$ cat config.mk
export PLATFORM = sky130hd
export DESIGN_NAME = score_bcd_formatter
export DESIGN_NICKNAME = d
export VERILOG_FILES = /design/src/rtl/go_pkg.sv /design/src/rtl/bin2bcd_step.sv /design/src/rtl/score_bcd_formatter.sv
export SDC_FILE = /design/constraint.sdc
export NUM_CORES = 1
export LEC_CHECK = 0
export CAP_MARGIN = 20
export CORE_MARGIN = 3
export CORE_UTILIZATION = 30
export DETAILED_ROUTE_END_ITERATION = 10
export DONT_BUFFER_PORTS = 1
export PLACE_DENSITY = 0.5
export RECOVER_POWER = 100
export SYNTH_ARGS = -nofsm -noshare
export SYNTH_HDL_FRONTEND = slang
export SYNTH_HIERARCHICAL = 1
export SYNTH_SLANG_ARGS = --single-unit
$ cat constraint.sdc
create_clock -name clk_in -period 2.55 [get_ports clk_in]
set_clock_uncertainty 0.15 [all_clocks]
set_input_delay 0.3825 -clock clk_in [delete_from_list [all_inputs] [get_ports clk_in]]
set_output_delay 0.3825 -clock clk_in [all_outputs]
set_load 0.05 [all_outputs]
$ cat src/rtl/go_pkg.sv
// Shared definitions for the score display path: formatter FSM states and
// the default tag nibbles shown in front of each score.
package go_pkg;

   typedef enum logic [1:0] {
      IDLE  = 2'd0,
      SHIFT = 2'd1,
      DONE  = 2'd2
   } fmt_state_t;

   // 4'hB renders as "b" (black) on digit 7; 4'hC marks white on digit 3.
   localparam logic [3:0] DEF_BLACK_TAG = 4'hB;
   localparam logic [3:0] DEF_WHITE_TAG = 4'hC;

   // Three BCD digits cover any 8-bit count.
   localparam int unsigned BCD_W = 12;

endpackage : go_pkg

$ cat src/rtl/bin2bcd_step.sv
// One double-dabble iteration for a single channel: every BCD nibble >= 5
// gets +3, then {bcd, bin} is shifted left by one. Purely combinational.
// Ports:
//   bcd      current 12-bit BCD accumulator
//   bin      current binary shift register
//   bcd_next accumulator after add-3 and shift
//   bin_next binary register after shift
module bin2bcd_step
   import go_pkg::*;
#(
   parameter int unsigned CNT_W = 8
) (
   input  logic [BCD_W-1:0] bcd,
   input  logic [CNT_W-1:0] bin,
   output logic [BCD_W-1:0] bcd_next,
   output logic [CNT_W-1:0] bin_next
);

   logic [BCD_W-1:0] adj;

   // Add-3 correction per nibble so the following shift carries correctly.
   always_comb begin
      adj = bcd;
      for (int i = 0; i < 3; i++) begin
         if (bcd[i*4 +: 4] >= 4'd5) begin
            adj[i*4 +: 4] = bcd[i*4 +: 4] + 4'd3;
         end
      end
   end

   assign bcd_next = {adj[BCD_W-2:0], bin[CNT_W-1]};
   assign bin_next = {bin[CNT_W-2:0], 1'b0};

endmodule : bin2bcd_step

$ cat src/rtl/score_bcd_formatter.sv
// Converts black/white territory counts to 3-digit BCD with an iterative
// double-dabble and packs them with tag nibbles for the 8-digit hex display.
// Ports:
//   clk_in        system clock
//   rst_in        asynchronous active-high reset
//   bcount_in     black territory count
//   wcount_in     white territory count
//   update_in     one-cycle conversion request
//   seg_data_out  {BLACK_TAG, B bcd[11:0], WHITE_TAG, W bcd[11:0]}
//   busy_out      high while a conversion is in progress
//   done_out      one-cycle pulse when seg_data_out has just been updated
module score_bcd_formatter
   import go_pkg::*;
#(
   parameter logic [3:0]  BLACK_TAG = DEF_BLACK_TAG,
   parameter logic [3:0]  WHITE_TAG = DEF_WHITE_TAG,
   parameter int unsigned CNT_W     = 8
) (
   input  logic             clk_in,
   input  logic             rst_in,
   input  logic [CNT_W-1:0] bcount_in,
   input  logic [CNT_W-1:0] wcount_in,
   input  logic             update_in,
   output logic [31:0]      seg_data_out,
   output logic             busy_out,
   output logic             done_out
);

   localparam int unsigned CTR_W = (CNT_W > 1) ? $clog2(CNT_W) : 1;
   localparam logic [CTR_W-1:0] LAST_ITER = CTR_W'(CNT_W - 1);
   localparam logic [31:0] SEG_RESET = {BLACK_TAG, 12'h000, WHITE_TAG, 12'h000};

   fmt_state_t       state;
   logic             pending;
   logic [CTR_W-1:0] iter;
   logic [CNT_W-1:0] bin_b, bin_w;
   logic [BCD_W-1:0] bcd_b, bcd_w;
   logic [CNT_W-1:0] bin_b_nx, bin_w_nx;
   logic [BCD_W-1:0] bcd_b_nx, bcd_w_nx;

   bin2bcd_step #(.CNT_W(CNT_W)) u_step_b (
      .bcd      (bcd_b),
      .bin      (bin_b),
      .bcd_next (bcd_b_nx),
      .bin_next (bin_b_nx)
   );

   bin2bcd_step #(.CNT_W(CNT_W)) u_step_w (
      .bcd      (bcd_w),
      .bin      (bin_w),
      .bcd_next (bcd_w_nx),
      .bin_next (bin_w_nx)
   );

   // Conversion FSM, datapath registers and registered outputs.
   always_ff @(posedge clk_in or posedge rst_in) begin
      if (rst_in) begin
         state        <= IDLE;
         pending      <= 1'b0;
         iter         <= '0;
         bin_b        <= '0;
         bin_w        <= '0;
         bcd_b        <= '0;
         bcd_w        <= '0;
         seg_data_out <= SEG_RESET;
         busy_out     <= 1'b0;
         done_out     <= 1'b0;
      end else begin
         done_out <= 1'b0;
         case (state)
            IDLE: begin
               if (update_in) begin
                  bin_b    <= bcount_in;
                  bin_w    <= wcount_in;
                  bcd_b    <= '0;
                  bcd_w    <= '0;
                  iter     <= '0;
                  busy_out <= 1'b1;
                  state    <= SHIFT;
               end
            end
            SHIFT: begin
               bin_b <= bin_b_nx;
               bin_w <= bin_w_nx;
               bcd_b <= bcd_b_nx;
               bcd_w <= bcd_w_nx;
               iter  <= iter + CTR_W'(1);
               // Requests during a conversion collapse into one rerun.
               if (update_in) begin
                  pending <= 1'b1;
               end
               if (iter == LAST_ITER) begin
                  state <= DONE;
               end
            end
            DONE: begin
               seg_data_out <= {BLACK_TAG, bcd_b, WHITE_TAG, bcd_w};
               done_out     <= 1'b1;
               if (pending || update_in) begin
                  // Rerun uses the inputs present now, not at request time.
                  bin_b   <= bcount_in;
                  bin_w   <= wcount_in;
                  bcd_b   <= '0;
                  bcd_w   <= '0;
                  iter    <= '0;
                  pending <= 1'b0;
                  state   <= SHIFT;
               end else begin
                  busy_out <= 1'b0;
                  state    <= IDLE;
               end
            end
            default: begin
               state    <= IDLE;
               busy_out <= 1'b0;
            end
         endcase
      end
   end

endmodule : score_bcd_formatter

==> results of run 1 <==
-- path summary, 6_finish.rpt --
kind,start,cells after the start,end
setup reg to reg,state[0]$_DFFE_PP0P_,4,seg_data_out[10]$_DFFE_PP0N_
min in group asynchronous,rst_in,2,bcd_w[2]$_DFFE_PP0P_
max in group asynchronous,rst_in,3,bin_b[7]$_DFFE_PP0P_
hold reg to reg,iter[0]$_DFFE_PP0P_,1,iter[0]$_DFFE_PP0P_
hold / removal,update_in,2,busy_out$_DFFE_PP0P_
setup / recovery,state[0]$_DFFE_PP0P_,4,seg_data_out[10]$_DFFE_PP0N_
-- report_power, final --
group	internal [W]	total (W)	switching, W
Sequential	0.00130	0.00186	0.000568
Combinational	0.000188	0.000329	0.000142
Clock	0.00104	0.00150	0.000467
Total	0.00252	0.00370	0.00118
-- stage by stage --
step,util [%],setup WS [ns]
3_5_place_dp,31.2,0.412
4_1_cts,34.3,0.382
3_3_place_gp,31.2,0.474
5_1_grt,33.9,0.286
6_report,33.9,0.491
2_1_floorplan,-,0.193
-- layout make-up --
type | instances | area (um2)
Timing Repair Buffer | 6 | 67.6
Inverter | 16 | 61.3
Fill cell | 1196 | 7980
Clock inverter | 4 | 98.8
Multi-Input combinational cell | 184 | 1580
Sequential cell | 72 | 1800
Tap cell | 168 | 210
Clock buffer | 12 | 267
-- Yosys cell counts, types with 4 or more instances --
cell	instances	area (um2)
ha_1	14	175
inv_1	16	60.1
a21oi_2	6	52.6
conb_1	4	15.0
mux2_2	37	417
mux2_4	19	285
buf_2	7	35.0
nand2_1	23	86.3
dfrtp_1	72	1800
nand2b_1	11	68.8
a22o_1	26	228
nor2_1	6	22.5
xnor2_1	6	52.6
mux2i_1	7	70.1
o21ai_1	4	20.0
buf_4	26	195
o21ai_0	5	25.0
-- kinds of logic (layout without fill, tap and decap cells) --
logic type / after synthesis / count (layout)
compound gates: 49 / 49
simple gates: 42 / 42
other cells: 4 / 10
flops: 72 / 72
buf+inv: 53 / 38
xor+xnor: 6 / 6
fa+ha+maj: 14 / 14
mux: 63 / 63
-- registers in the layout (all words and copies together), names as in the netlist --
signal,cells
seg_data_out,24
bcd_b,12
bcd_w,12
bin_b,8
bin_w,8
iter,3
state,2
busy_out,1
done_out,1
pending,1
-- cell usage in the layout (no fill, tap or decap), drive strengths merged, types with 7 or more instances in the layout --
cell	instances
a21oi	9
a22o	26
clkbuf	14
conb	10
dfrtp	72
ha	14
inv	15
mux2	56
mux2i	7
nand2	23
nand2b	11
o21ai	10
-- layer usage --
metal  part of all wire (%)  global-route usage, %
met1                     46                   12.5
met5                      0                      0
met2                     45                   14.7
met4                    1.4                   3.08
met3                    7.4                   4.90
-- worst max-delay path: cells and delay by family, from the launching register on --
family,cells,cell delay (ns)
simple gates,1,0.38
mux,1,0.38
flops,1,0.44
buf+inv,2,0.57
-- timing repair --
item,CTS,global route
hold endpoints to repair,27,0
hold buffers,1,0
endpoints found under the setup margin,0,0
==> results by group, run 1 <==
Status
  – Status: finished clean

Setup path
  – Crit path required time: 2.61 ns
  – Flop2flop setup slack: 0.49 ns
  – Crit start category: flop
  – Slowest cell on the critical path: clkbuf_2
  – CP Capture Type: flop
  – CP cell instances: inv_1 > nand2_1 > clkbuf_2 > mux2_2
  – Setup CP Type: reg2reg
  – Worst Path Max Fanout: 16
  – Critical path arrival: 2.12 ns
  – Crit-path max cell delay: 0.45 ns

Place
  – Global placement routability congestion: 0.707
  – Port buffer count: 0
  – Placed cell count: 445
  – Post-place instance area: 3760 um2
  – HPWL Detailed: 4260 um

Clocking
  – Worst skew pair latency: 0.33 ns
  – CTS tree: built
  – Post-CTS Setup Inserts: 0
  – Clock Sinks: 72
  – Number of H-tree levels: 3
  – TritonCTS Buffers: 9
  – Deepest clock path buffer count: 2
  – CTS root buffer: clkbuf_16
  – Post_cts resized: 0
  – Worst-path clk slew: 0.06 ns

Yosys
  – Simple-Gate Fraction of Synth Area: 5.10%
  – Cells after Synth: 303
  – Synth Flop Type: dfrtp_1
  – Synth Area in XOR/XNOR: 1.41%
  – Synth warn: 6
  – Seq cells post-synth: 72
  – Synth Area in Adders: 4.70%
  – Count of cell types in the netlist: 27
  – Synth Area per Inst: 12.3 um2
  – Number of flops mapped to enable cells by yosys: 0
  – Multiplexer share of the synthesized area: 20.7%
  – Largest family of logic cells by synthesized area: multiplexers
  – Fraction of the yosys area taken by sequential cells: 48.3%
  – Synth Area in Compound Gates: 10.2%
  – Mapped Area: 3730 um2
  – Asr flop ratio synth: 100%

GRT
  – Global route total overflow: 0
  – Vias in the first global route: 2043
  – First-pass GRT wire length: 10900 um
  – Largest net degree at the start of global routing: 37
  – Total GRT Usage: 9.82%
  – Initial antenna violation count: 0

Drt
  – DRT Wirelength: 6340 um
  – Wire per inst: 13.7 um
  – Drt pass-1 iters: 4
  – Antenna-violating nets left: 0
  – Via count: 2035
  – Drt initial violations: 91
  – Vias per inst: 4.40
  – DRC: 0

Final layout
  – Area Overhead vs Synth: 9.56%
  – ANT cells: 0
  – Final Non-Filler Cells: 462
  – Fin nets: 322
  – Fin area: 4090 um2
  – Layout cells sized above 1: 26.2%

Worst hold path
  – Worst min-delay path class: in2reg

Power
  – Ratio of total power to cell area: 905 nW/um2
  – Design Power: 0.00370 W
  – Leak: 1.94 nW
  – VDD IR max: 0.000316 V

Floorplan
  – Chip width: 118 um
  – Placeable Area: 12100 um2
  – Starting Density: 30.9%
  – I/O pins: 53
  – Die height: 118 um
  – Placement Rows: 40
  – Total die area: 13800 um2

Timing
  – Setup TNS: 0 ns
  – Fin. Hold Viols: 0
  – Period minus WS final: 2.06 ns
  – Final Max Tran Viols: 0
  – Final period util: 80.8%
  – Max Clk Rate: 0.486 GHz
  – Worst slew pin tran: 1.35 ns
  – Endpoints failing setup: 0
  – Max-slew headroom: 9.17%
  – RSZ-0062 raised after global routing: false
  – Worst hold slack: 0.0650 ns

Flow run
  – Max-Cap Viols: 0
No activity file was read; power rests on OpenSTA's default activity.
==> run 2, diff against run 1 <==
==> constraint.sdc (replaced) <==
create_clock -name clk_in -period 2.1 [get_ports clk_in]
set_clock_uncertainty 0.15 [all_clocks]
set_input_delay 0.315 -clock clk_in [delete_from_list [all_inputs] [get_ports clk_in]]
set_output_delay 0.315 -clock clk_in [all_outputs]
set_load 0.05 [all_outputs]
==> results by group, run 2 (synthesis results as in run 1) <==
Drt
  – Vias per inst: 4.47
  – DRT Wirelength: 6350 um
  – Drt initial violations: 72
  – Antenna-violating nets left: 0
  – Via count: 2065
  – Drt pass-1 iters: 4
  – DRC: 0
  – Wire per inst: 13.7 um

GRT
  – Total GRT Usage: 9.91%
  – Met2 Use GR: 15.2%
  – Vias in the first global route: 2104
  – Met3 Usage GRT: 4.61%
  – Largest net degree at the start of global routing: 44
  – Global route total overflow: 0
  – Grt met1 use: 12.1%
  – GRT Max-Usage Layer: met2
  – First-pass GRT wire length: 10900 um
  – Initial antenna violation count: 0

Power
  – NetSw: 0.00140 W
  – Ratio of total power to cell area: 998 nW/um2
  – VDD IR max: 0.000770 V
  – Register share of total power: 56.3%
  – Sw Ratio: 34.7%
  – Comb pwr share: 10.2%
  – Pint: 0.00263 W
  – Leak: 1.94 nW
  – Power share of the clock group: 33.5%

Setup path
  – Crit path required time: 2.16 ns
  – Crit start category: flop
  – Slowest cell on the critical path: dfrtp_1
  – Crit-path max cell delay: 0.40 ns
  – Critical path arrival: 1.92 ns
  – CP Capture Type: flop
  – Setup CP Type: reg2reg
  – Worst Path Max Fanout: 22
  – Delay-heaviest family, CP: multiplexers
  – CP cell instances: nor2b_2 > buf_12 > mux2_4 > mux2_2
  – Critical path buffer and inverter count: 1

Floorplan
  – Placeable Area: 12100 um2
  – Chip width: 118 um
  – Die height: 118 um
  – I/O pins: 53
  – Placement Rows: 40
  – Starting Density: 30.9%
  – Total die area: 13800 um2

Clocking
  – CTS tree: built
  – Number of H-tree levels: 3
  – Deepest clock path buffer count: 2
  – Worst skew pair latency: 0.33 ns
  – CTS root buffer: clkbuf_16
  – Post-CTS Setup Inserts: 0
  – Clock Sinks: 72
  – TritonCTS Buffers: 9
  – # hold bufs at CTS: 2
  – Worst-path clk slew: 0.06 ns
  – Post_cts resized: 0

Timing
  – Endpoints failing setup: 0
  – Period minus WS final: 1.86 ns
  – Final period util: 88.5%
  – RSZ-0062 raised after global routing: false
  – Max-slew headroom: 9.31%
  – Fin. Hold Viols: 0
  – Max Clk Rate: 0.538 GHz
  – Worst slew pin tran: 1.35 ns
  – Final Max Tran Viols: 0
  – Setup TNS: 0 ns

Final layout
  – ANT cells: 0
  – Largest regs: seg_data_out: 24 flops, bcd_b: 12 flops, bcd_w: 12 flops
  – Fin nets: 324
  – Fin util: 33.4%
  – Register area: 1800 um2
  – FILL cells: 1219
  – Top reg by flops: seg_data_out
  – Layout cells sized above 1: 27.6%
  – Area Overhead vs Synth: 8.15%
  – Most common cell after layout, fill and taps aside: dfrtp_1
  – Max FFs per register: 24
  – Area of the multi-input gates: 1610 um2
  – Commonest non-fill, non-tap cells in the layout: dfrtp_1 (72), mux2_2 (37), a22o_1 (26), nand2_1 (23), mux2_4 (19)

Place
  – Global placement routability congestion: 0.710
  – Port buffer count: 0
  – HPWL Detailed: 4220 um

Status
  – Status: finished clean

Worst hold path
  – Worst min-delay path class: in2reg

Flow run
  – Max-Cap Viols: 0
run 2: power groups by stage:
stage	logic, W	clock network [W]	registers, W
3_5_place_dp	0.000414	0	0.00231
4_1_cts	0.000419	0.00141	0.00228
2_1_floorplan	0.000405	0	0.00224
3_3_place_gp	0.000402	0	0.00231
6_report	0.000410	0.00135	0.00227
5_1_grt	0.000465	0.00146	0.00230
run 2: cell type report:
cell class	instances	share of cell area, %
inverter	16	1.52
multi-input combinational	184	39.8
timing repair buffer	8	2.48
clock buffer	13	6.20
clock inverter	1	0.124
sequential	72	44.7
tap	168	5.21
run 2: worst paths after layout:
path                                                     end  slack [ns]                 start  depth (start not counted)
worst min-delay path                    busy_out$_DFFE_PP0P_        0.04             update_in                          2
worst max register to register          bin_b[0]$_DFFE_PP0P_        0.24  state[0]$_DFFE_PP0P_                          4
min in group asynchronous       seg_data_out[18]$_DFFE_PP0N_        0.60                rst_in                          2
worst min register to register           iter[0]$_DFFE_PP0P_        0.33   iter[0]$_DFFE_PP0P_                          1
max in group asynchronous               bin_w[5]$_DFFE_PP0P_        0.41                rst_in                          3
worst max-delay path                    bin_b[0]$_DFFE_PP0P_        0.24  state[0]$_DFFE_PP0P_                          4
run 2: through the flow:
step | power [W] | cell area [um2] | hold WS, ns | setup WS, ns | std cells
6_report | 0.00403 | 4030 | 0.0443 | 0.242 | 462
5_1_grt | 0.00422 | 4030 | 0.0628 | 0.125 | 462
4_1_cts | 0.00410 | 4050 | 0.0279 | 0.304 | 462
3_5_place_dp | 0.00272 | 3770 | 0.163 | 0.315 | 446
3_3_place_gp | 0.00271 | 3770 | 0.159 | 0.352 | 446
2_1_floorplan | 0.00265 | 3760 | 0.307 | 0.440 | 309
run 2: routing by layer:
| metal | part of all wire (%) | up-vias |
|---|---|---|
| met5 | 0 | - |
| met3 | 7.3 | 11 |
| met2 | 46 | 47 |
| met4 | 1.9 | 0 |
| met1 | 45 | 1021 |
| li1 | - | 986 |
==> run 3, diff against run 2 <==
--- a/config.mk
+++ b/config.mk
@@ -16,3 +16,4 @@
 export SYNTH_HDL_FRONTEND = slang
 export SYNTH_HIERARCHICAL = 1
 export SYNTH_SLANG_ARGS = --single-unit
+export TNS_END_PERCENT = 10
==> constraint.sdc (replaced) <==
create_clock -name clk_in -period 2.2 [get_ports clk_in]
set_clock_uncertainty 0.15 [all_clocks]
set_input_delay 0.33 -clock clk_in [delete_from_list [all_inputs] [get_ports clk_in]]
set_output_delay 0.33 -clock clk_in [all_outputs]
set_load 0.05 [all_outputs]
==> results by group, run 3 (synthesis results as in run 1) <==
Final layout
  – Layout cells sized above 1: 25.2%
  – Final Non-Filler Cells: 462
  – FILL cells: 1193
  – Commonest non-fill, non-tap cells in the layout: dfrtp_1 (72), mux2_2 (37), a22o_1 (26), nand2_1 (23), inv_1 (15)
  – Fin util: 33.3%
  – Top reg by flops: seg_data_out
  – Most common cell after layout, fill and taps aside: dfrtp_1
  – Largest regs: seg_data_out: 24 flops, bcd_b: 12 flops, bcd_w: 12 flops
  – Area Overhead vs Synth: 7.75%
  – Fin nets: 322
  – Max FFs per register: 24
  – ANT cells: 0

Power
  – Comb pwr share: 9.4%
  – Leak: 1.90 nW
  – Ratio of total power to cell area: 1010 nW/um2
  – Sw Ratio: 33.0%
  – NetSw: 0.00134 W
  – Pint: 0.00272 W
  – Power share of the clock group: 37.2%
  – VDD IR max: 0.000584 V
  – Register share of total power: 53.4%

Drt
  – Drt pass-1 iters: 4
  – DRC: 0
  – Drt initial violations: 101
  – DRT Wirelength: 6400 um
  – Via count: 2011
  – Vias per inst: 4.35
  – Wire per inst: 13.9 um
  – Antenna-violating nets left: 0

Worst hold path
  – Worst min-delay path class: in2reg

Setup path
  – End of the critical path: bin_b[6]$_DFFE_PP0P_
  – RR Startpoint: state[1]$_DFFE_PP0P_
  – Flop2flop setup slack: 0.18 ns
  – CP Capture Type: flop
  – Worst Path Max Fanout: 38
  – Slowest cell on the critical path: dfrtp_1
  – Crit Reg-Reg Endpoint: bin_b[6]$_DFFE_PP0P_
  – CP cell instances: clkbuf_1 > nor2b_2 > buf_12 > mux2_4 > mux2_1
  – Critical path arrival: 2.07 ns
  – Crit path launch: state[1]$_DFFE_PP0P_
  – Crit path required time: 2.25 ns
  – Crit-path max cell delay: 0.37 ns
  – Crit start category: flop
  – FF-to-FF path depth: 5
  – Setup CP Type: reg2reg

Place
  – Placed cell count: 445
  – DP Worst Slack: 0.158 ns
  – Global placement routability congestion: 0.659
  – HPWL Detailed: 4230 um
  – Port buffer count: 0

GRT
  – Global route total overflow: 0
  – Initial antenna violation count: 0
  – Vias in the first global route: 2130
  – Largest net degree at the start of global routing: 44
  – Total GRT Usage: 9.93%
  – First-pass GRT wire length: 11000 um

Floorplan
  – I/O pins: 53
  – Total die area: 13800 um2
  – Placeable Area: 12100 um2
  – Starting Density: 30.9%
  – Chip width: 118 um
  – Placement Rows: 40
  – Die height: 118 um

Clocking
  – Worst skew pair latency: 0.32 ns
  – CTS tree: built
  – Deepest clock path buffer count: 2
  – CTS root buffer: clkbuf_16
  – Post_cts resized: 0
  – TritonCTS Buffers: 9
  – Post-CTS Setup Inserts: 0
  – Worst-path clk slew: 0.05 ns
  – # hold bufs at CTS: 1
  – Clock Sinks: 72
  – Number of H-tree levels: 3

Timing
  – Period minus WS final: 2.02 ns
  – Final Max Tran Viols: 0
  – Fin. Hold Viols: 0
  – Max Clk Rate: 0.495 GHz
  – Endpoints failing setup: 0
  – Setup TNS: 0 ns
  – Final WS setup: 0.180 ns
  – RSZ-0062 raised after global routing: false
  – Final period util: 91.8%
  – Worst slew pin tran: 1.32 ns
  – Max-slew headroom: 11.2%

Status
  – Status: finished clean

Flow run
  – Max-Cap Viols: 0
==> run 3: critical path: cells and delay by family, from the launching register on <==
family                 cells  cell delay [ns]
flip-flops                 1             0.37
AND/OR/NAND/NOR            1             0.32
buffers and inverters      2             0.44
multiplexers               2             0.62
==> run 3: per-stage QoR <==
| stage | hold slack (ns) | total power, W | instance area [um2] |
|---|---|---|---|
| finish | 0.0197 | 0.00406 | 4020 |
| global route | 0.0291 | 0.00426 | 4020 |
| CTS | 0.00568 | 0.00415 | 4080 |
| detailed placement | 0.183 | 0.00260 | 3750 |
| global placement | 0.183 | 0.00258 | 3750 |
| floorplan | 0.307 | 0.00253 | 3760 |
==> run 3: worst min-delay path by stage <==
stage / startpoint / end / cells past startpoint
CTS: update_in / busy_out$_DFFE_PP0P_ / 2
global route: update_in / busy_out$_DFFE_PP0P_ / 2
floorplan: iter[0]$_DFFE_PP0P_ / iter[0]$_DFFE_PP0P_ / 1
detailed placement: rst_in / seg_data_out[16]$_DFFE_PP0N_ / 1
global placement: rst_in / seg_data_out[16]$_DFFE_PP0N_ / 1
finish: update_in / busy_out$_DFFE_PP0P_ / 2
==> run 3: power by group through the flow <==
stage               combinational (W)  clock (W)  sequential, W
detailed placement           0.000396          0        0.00220
floorplan                    0.000387          0        0.00214
CTS                          0.000401    0.00157        0.00218
global placement             0.000383          0        0.00220
global route                 0.000433    0.00162        0.00220
finish                       0.000382    0.00151        0.00217
==> run 3: area by class of cell <==
cell class	count	area (um2)	share of cell area, %
clock buffer	14	284	7.07
clock inverter	2	35.0	0.872
inverter	16	61.3	1.53
multi-input combinational	184	1570	39.1
sequential	72	1800	44.8
tap	168	210	5.23
timing repair buffer	6	55.1	1.37
==> run 3: layer usage <==
layer	wire [um]	GRT usage, %
met1	3050	12.6
met2	2890	15.5
met3	369	4.13
met4	85	3.08
met5	0	0
